File: src/rtl/block_gen_rot_if.sv
// rtl/block_gen_rot_if.sv - control/status bundle between the game datapath and the piece source
//
// Signals:
//   spawn        master->slave  pulse: promote preview piece to active, draw a new preview
//   rot_cw       master->slave  pulse: rotate active piece 90 degrees clockwise
//   rot_ccw      master->slave  pulse: rotate active piece 90 degrees counter-clockwise
//   block_num    slave->master  active piece id
//   rot_state    slave->master  active rotation count mod 4
//   block_matrix slave->master  active 4x4 occupancy, row-major, bit15 = row0/col0
//   next_num     slave->master  preview piece id
//   busy         slave->master  preview still settling; spawn is ignored while high

interface block_gen_rot_if;
    logic        spawn;
    logic        rot_cw;
    logic        rot_ccw;
    logic [2:0]  block_num;
    logic [1:0]  rot_state;
    logic [15:0] block_matrix;
    logic [2:0]  next_num;
    logic        busy;

    modport master (
        output spawn, rot_cw, rot_ccw,
        input  block_num, rot_state, block_matrix, next_num, busy
    );

    modport slave (
        input  spawn, rot_cw, rot_ccw,
        output block_num, rot_state, block_matrix, next_num, busy
    );
endinterface

File: src/rtl/block_gen_rot.sv
// rtl/block_gen_rot.sv - registered Tetris piece source and 90-degree matrix rotator
//
// Ports:
//   clk    system clock
//   reset  synchronous active-high reset
//   bus    block_gen_rot_if.slave: spawn/rot_cw/rot_ccw requests in,
//          block_num/rot_state/block_matrix/next_num/busy out (all registered)
//
// Parameters:
//   NUM_BLOCKS  number of distinct pieces (4..7)
//   LFSR_SEED   nonzero reset value of the 16-bit preview LFSR
//
// Optional feature macro: BAG_RAND_EN
//   defined   : bag randomiser, every NUM_BLOCKS consecutive previews hold each id once;
//               a taken candidate is walked forward one id per cycle with busy high
//   undefined : plain LFSR draw, busy tied low

module block_gen_rot #(
    parameter int          NUM_BLOCKS = 7,
    parameter logic [15:0] LFSR_SEED  = 16'hACE1
) (
    input  logic          clk,
    input  logic          reset,
    block_gen_rot_if.slave bus
);

    localparam logic [2:0] NB = 3'(NUM_BLOCKS);

    // Only the rot-0 shapes are stored; every other orientation is derived.
    function automatic logic [15:0] base_shape(input logic [2:0] id);
        logic [15:0] s;
        case (id)
            3'd0:    s = 16'b0010001000100010;
            3'd1:    s = 16'b0000011001100000;
            3'd2:    s = 16'b0000110001100000;
            3'd3:    s = 16'b0100110001000000;
            3'd4:    s = 16'b1000100010001100;
            3'd5:    s = 16'b0000011011000000;
            3'd6:    s = 16'b0100010011000000;
            default: s = 16'b0010001000100010;
        endcase
        return s;
    endfunction

    // Cell (r,c) lives at bit 15-(4r+c). CW: new[r][c] = old[3-c][r].
    function automatic logic [15:0] rotate_cw(input logic [15:0] m);
        logic [15:0] n;
        n = '0;
        for (int r = 0; r < 4; r++) begin
            for (int c = 0; c < 4; c++) begin
                n[15 - (4 * r + c)] = m[15 - (4 * (3 - c) + r)];
            end
        end
        return n;
    endfunction

    // CCW: new[r][c] = old[c][3-r].
    function automatic logic [15:0] rotate_ccw(input logic [15:0] m);
        logic [15:0] n;
        n = '0;
        for (int r = 0; r < 4; r++) begin
            for (int c = 0; c < 4; c++) begin
                n[15 - (4 * r + c)] = m[15 - (4 * c + (3 - r))];
            end
        end
        return n;
    endfunction

    logic [15:0] lfsr_q;
    logic [2:0]  draw;
    logic [2:0]  block_num_q;
    logic [1:0]  rot_state_q;
    logic [15:0] block_matrix_q;
    logic [2:0]  next_num_q;
    logic        busy_q;
    logic        spawn_go;
    logic        do_cw;
    logic        do_ccw;
    logic        next_load;
    logic [2:0]  next_val;

    // Fibonacci LFSR, taps 16,14,13,11 (bits 15,13,12,10), shifting left.
    always_ff @(posedge clk) begin
        if (reset) begin
            lfsr_q <= LFSR_SEED;
        end else begin
            lfsr_q <= {lfsr_q[14:0], lfsr_q[15] ^ lfsr_q[13] ^ lfsr_q[12] ^ lfsr_q[10]};
        end
    end

    // Out-of-range raw values fold back once; raw is at most 7 and NB at least 4.
    always_comb begin
        draw = lfsr_q[2:0];
        if (draw >= NB) begin
            draw = draw - NB;
        end
    end

    // Spawn has priority over any rotate; opposing rotates cancel.
    assign spawn_go = bus.spawn & ~busy_q;
    assign do_cw    = ~spawn_go & bus.rot_cw & ~bus.rot_ccw;
    assign do_ccw   = ~spawn_go & bus.rot_ccw & ~bus.rot_cw;

    always_ff @(posedge clk) begin
        if (reset) begin
            block_num_q    <= 3'd0;
            rot_state_q    <= 2'd0;
            block_matrix_q <= base_shape(3'd0);
        end else if (spawn_go) begin
            block_num_q    <= next_num_q;
            rot_state_q    <= 2'd0;
            block_matrix_q <= base_shape(next_num_q);
        end else if (do_cw) begin
            rot_state_q    <= rot_state_q + 2'd1;
            block_matrix_q <= rotate_cw(block_matrix_q);
        end else if (do_ccw) begin
            rot_state_q    <= rot_state_q - 2'd1;
            block_matrix_q <= rotate_ccw(block_matrix_q);
        end
    end

    always_ff @(posedge clk) begin
        if (reset) begin
            next_num_q <= 3'd1;
        end else if (next_load) begin
            next_num_q <= next_val;
        end
    end

`ifdef BAG_RAND_EN
    typedef enum logic {
        ST_IDLE,
        ST_SEARCH
    } state_t;

    localparam logic [NUM_BLOCKS-1:0] MASK_ONE = {{(NUM_BLOCKS-1){1'b0}}, 1'b1};

    state_t                 state_q;
    state_t                 state_d;
    logic [2:0]             cand_q;
    logic [2:0]             cand_d;
    logic [NUM_BLOCKS-1:0]  mask_q;
    logic [NUM_BLOCKS-1:0]  mask_set;

    // Shift-based lookup keeps the 3-bit id legal for any mask width.
    function automatic logic is_used(input logic [NUM_BLOCKS-1:0] m, input logic [2:0] id);
        logic [NUM_BLOCKS-1:0] s;
        s = m >> id;
        return s[0];
    endfunction

    function automatic logic [2:0] wrap_inc(input logic [2:0] id);
        return (id == NB - 3'd1) ? 3'd0 : id + 3'd1;
    endfunction

    always_comb begin
        state_d   = state_q;
        cand_d    = cand_q;
        next_load = 1'b0;
        next_val  = cand_q;
        case (state_q)
            ST_IDLE: begin
                if (spawn_go) begin
                    if (!is_used(mask_q, draw)) begin
                        next_load = 1'b1;
                        next_val  = draw;
                    end else begin
                        // First probe of the walk happens in ST_SEARCH next cycle.
                        state_d = ST_SEARCH;
                        cand_d  = wrap_inc(draw);
                    end
                end
            end
            ST_SEARCH: begin
                if (!is_used(mask_q, cand_q)) begin
                    next_load = 1'b1;
                    next_val  = cand_q;
                    state_d   = ST_IDLE;
                end else begin
                    cand_d = wrap_inc(cand_q);
                end
            end
            default: begin
                state_d = ST_IDLE;
            end
        endcase
    end

    assign mask_set = mask_q | (MASK_ONE << next_val);

    always_ff @(posedge clk) begin
        if (reset) begin
            state_q <= ST_IDLE;
            cand_q  <= 3'd0;
            mask_q  <= MASK_ONE << 1;
        end else begin
            state_q <= state_d;
            cand_q  <= cand_d;
            if (next_load) begin
                // A full bag restarts holding only the id just handed out.
                mask_q <= (&mask_set) ? (MASK_ONE << next_val) : mask_set;
            end
        end
    end

    assign busy_q = (state_q == ST_SEARCH);
`else
    assign busy_q    = 1'b0;
    assign next_load = spawn_go;
    assign next_val  = draw;
`endif

    assign bus.block_num    = block_num_q;
    assign bus.rot_state    = rot_state_q;
    assign bus.block_matrix = block_matrix_q;
    assign bus.next_num     = next_num_q;
    assign bus.busy         = busy_q;

endmodule

File: src/flat_wrapper.sv
// flat-port wrapper written by rule: the top's interface ports become plain ports
module block_gen_rot_flat 
#(
    parameter int          NUM_BLOCKS = 7,
    parameter logic [15:0] LFSR_SEED  = 16'hACE1
)
  (clk, reset, bus_spawn, bus_rot_cw, bus_rot_ccw, bus_block_num, bus_rot_state, bus_block_matrix, bus_next_num, bus_busy);
  block_gen_rot_if bus_i ();
  input  logic clk;
  input  logic reset;
  input wire logic [$bits(bus_i.spawn)-1:0] bus_spawn;
  input wire logic [$bits(bus_i.rot_cw)-1:0] bus_rot_cw;
  input wire logic [$bits(bus_i.rot_ccw)-1:0] bus_rot_ccw;
  output wire logic [$bits(bus_i.block_num)-1:0] bus_block_num;
  output wire logic [$bits(bus_i.rot_state)-1:0] bus_rot_state;
  output wire logic [$bits(bus_i.block_matrix)-1:0] bus_block_matrix;
  output wire logic [$bits(bus_i.next_num)-1:0] bus_next_num;
  output wire logic [$bits(bus_i.busy)-1:0] bus_busy;
  assign bus_i.spawn = bus_spawn;
  assign bus_i.rot_cw = bus_rot_cw;
  assign bus_i.rot_ccw = bus_rot_ccw;
  assign bus_block_num = bus_i.block_num;
  assign bus_rot_state = bus_i.rot_state;
  assign bus_block_matrix = bus_i.block_matrix;
  assign bus_next_num = bus_i.next_num;
  assign bus_busy = bus_i.busy;
  block_gen_rot #(.NUM_BLOCKS(NUM_BLOCKS), .LFSR_SEED(LFSR_SEED)) u_core (.clk(clk), .reset(reset), .bus(bus_i));
endmodule
File: config.mk
export PLATFORM = sky130hd
export DESIGN_NAME = block_gen_rot_flat
export DESIGN_NICKNAME = d
export VERILOG_FILES = /design/src/rtl/block_gen_rot_if.sv /design/src/rtl/block_gen_rot.sv /design/src/flat_wrapper.sv
export SDC_FILE = /design/constraint.sdc
export NUM_CORES = 1
export LEC_CHECK = 0
export ABC_AREA = 1
export CORE_MARGIN = 3
export CORE_UTILIZATION = 55
export CTS_CLUSTER_DIAMETER = 200
export DETAILED_ROUTE_END_ITERATION = 8
export PLACE_DENSITY = 0.82
export SLEW_MARGIN = 5
export SYNTH_ARGS = -nofsm -noshare
export SYNTH_HDL_FRONTEND = slang
export SYNTH_SLANG_ARGS = --single-unit
File: constraint.sdc
create_clock -name clk -period 1.75 [get_ports clk]
set_input_delay 0.175 -clock clk [delete_from_list [all_inputs] [get_ports clk]]
set_output_delay 0.175 -clock clk [all_outputs]
set_load 0.02 [all_outputs]
==> impl_metrics.yaml <==
floorplan:
  num_rows: 20
  die_h_um: 63.32
  die_area_um2: 4009
  die-width_um: 63.32
  start_util_pct: 58.23
  core_um2: 3103
  pin_count: 30
cts:
  holdBufCountCts: 0
  cts_resized: 0
  clkSinkCount: 40
  cts_buffer_depth: 2
  clk_latency_ns: 0.35
  cts_tree: "done"
  ctsHtreeMaxLevel: 2
  clockRootBuffer: "clkbuf_4"
  clk_pin_slew_ns: 0.11
  cts_made_buffers: 5
  post_cts_buffers: 0
global_routing:
  grt_max_degree: 16
  grt_pass1_vias: 1426
  grt_pass1_wl_mm: 6.472
  antenna_found_initial: 0
  grt_overflow: 0
  grt_usage_pct: 20.29
power:
  p_int_mw: 1.551
  leakage_nw: 1.038
  power-per-cell-area_nw_per_um2: 939.2
  p_switching_mw: 0.5396
  p_total_mw: 2.091
  switching_share_pct: 25.81
  seqPwrFrac_pct: 48.6
  peakVddDrop_mv: 0.6250
  power_frac_comb_pct: 16.7
  clkPwrFrac_pct: 34.7
sta:
  slew_viol_final: 0
  tns_ns: 0
  finalCriticalPeriod_ns: 1.621
  fin_crit_sh_pct: 92.61
  setup_viol: 0
  fin_skew_ns: 0.008444
  hold_viol_final: 0
  setup_ws_ns: 0.1293
  rsz0062_at_grt: "false"
  fmax_ghz: 0.6170
setup_path:
  r2r-start: "u_core.lfsr_q[0]"
  slowest_stage: "clkdlybuf4s50_1"
  start_kind: "flip-flop"
  crit_path_end: "bus_next_num[2]"
  crit_family: "buffers and inverters"
  cp.depth: 1
  worstPathRequired_ns: 1.57
  r2r_setup_slack_ns: 0.47
  crit_chain: "clkdlybuf4s50_1"
  path_buf_inv: 1
  r2r_cells: 7
  cp-end-kind: "output port"
  path_max_fanout: 6
  slowest_delay_ns: 0.65
  worstSetupPathType: "reg2out"
  crit_start: "u_core.bus.next_num[2]"
  worst_ep_arrival_time_ns: 1.45
  r2r_end: "u_core.bus.next_num[1]"
drt:
  firstDrtPassIters: 5
  postRouteAntennaNets: 0
  totalWireLength_mm: 3.841
  num_vias: 1679
  drc: 0
  drtIter0Drc: 104
  drt-vias-per-instance: 5.012
  routedWlPerCell_um: 11.47
placed_design:
  detailed_place_hpwl_mm: 2.812
  place_ws_ns: 0.01662
  gp_congestion: 0.8278
  io_buffers: 28
yosys:
  synth_fp_nets: 268
  synth_cell_type_count: 23
  ys_warn_count: 0
  ys_ff_latch: 40
  syn_avg_cell_area_um2: 6.922
  postSynthCellCount: 261
  syn-cell-area_um2: 1807
  yosysSeqAreaShare_pct: 44.32
layout:
  nets: 298
  insertedDiodeCount: 0
  area_growth_pct: 23.20
  drive_gt1_share_pct: 9.278
  final_util_pct: 71.73
job:
  maxCapViolations: 0
min_path:
  hold_path_class: "reg2reg"
  min_from: "u_core.lfsr_q[3]"
status:
  outcome: "finished clean"
## state kept, by name, summed over array words and instances (netlist names)
register                 flops
u_core.bus.block_matrix     16
u_core.lfsr_q               16
u_core.bus.block_num         3
u_core.bus.next_num          3
u_core.bus.rot_state         2
## area by class of cell
cell class              count  area (um2)
clock inverters             2       60.06
fillers                   269       877.1
flip-flops and latches     40       800.8
repair buffers             33       317.8
inverters                  31       116.4
well taps                  44       55.05
multi-input cells         180       838.3
clock buffers               5       37.54
## power groups by stage
stage | Clock, mW | Sequential (mW) | Combinational [mW]
floorplan | 0 | 1.07 | 0.187
global placement | 0 | 1.04 | 0.341
detailed placement | 0 | 1.04 | 0.347
CTS | 0.737 | 1.02 | 0.349
global route | 0.773 | 1.03 | 0.389
finish | 0.725 | 1.02 | 0.349
## synth_stat cells (all sizes together)
cell    count  area share [%]
xnor2       1            0.48
ha          2             1.4
nand3      28             7.8
buf         7             2.2
nor2       22             5.1
dfxtp      40              44
inv        31             6.4
clkbuf      3            0.62
o211ai      1            0.42
nand4       3             1.0
xor2        1            0.48
nand3b      3             1.2
conb        1            0.21
o21ai      15             4.2
a21oi      19             5.3
nand2      76              16
or2         8             2.8
## metal layers
layer | routed length [um] | part of all wire (%) | track usage [%]
met5 | 0 | 0 | 0
met3 | 222 | 5.8 | 3.743
met4 | 85 | 2.2 | 9.704
met2 | 1644 | 43 | 30.17
met1 | 1888 | 49 | 28.25
## worst min-delay path by stage
| stage | to | slack (ns) | cells after the start |
|---|---|---|---|
| after global routing | u_core.lfsr_q[4] | 0.42 | 2 |
| after global placement | u_core.lfsr_q[4] | 0.39 | 2 |
| after floorplan | u_core.bus.block_matrix[14] | 0.36 | 3 |
| final | u_core.lfsr_q[4] | 0.40 | 2 |
| after detailed placement | u_core.lfsr_q[7] | 0.40 | 1 |
| after CTS | u_core.lfsr_q[4] | 0.41 | 2 |
## stage by stage
step                      hold slack [ns]  instances  instance area (um2)
final                              0.4032        335                 2226
after floorplan                    0.3571        261                 1807
after global routing               0.4239        335                 2226
after CTS                          0.4083        335                 2226
after global placement             0.3899        328                 2128
after detailed placement           0.3962        328                 2128
## cell usage in the layout (no fill, tap or decap), drive strengths merged, types with 3 or more instances in the layout
| cell type | count |
|---|---|
| o21ai | 15 |
| buf | 5 |
| or2 | 8 |
| clkbuf | 5 |
| a21oi | 19 |
| inv | 31 |
| nand2 | 76 |
| dfxtp | 40 |
| nand4 | 3 |
| nand3b | 3 |
| nand3 | 28 |
| nor2 | 22 |
| clkdlybuf4s50 | 28 |
## kinds of logic after synthesis
logic type      count (synthesis)  share of synthesized area [%]
simple gates                  140                          34.00
buf+inv                        41                          9.279
flops                          40                          44.32
compound gates                 35                          9.834
xor+xnor                        2                         0.9697
fa+ha+maj                       2                          1.385
other cells                     1                         0.2076
(Power assumes the default switching activity.)
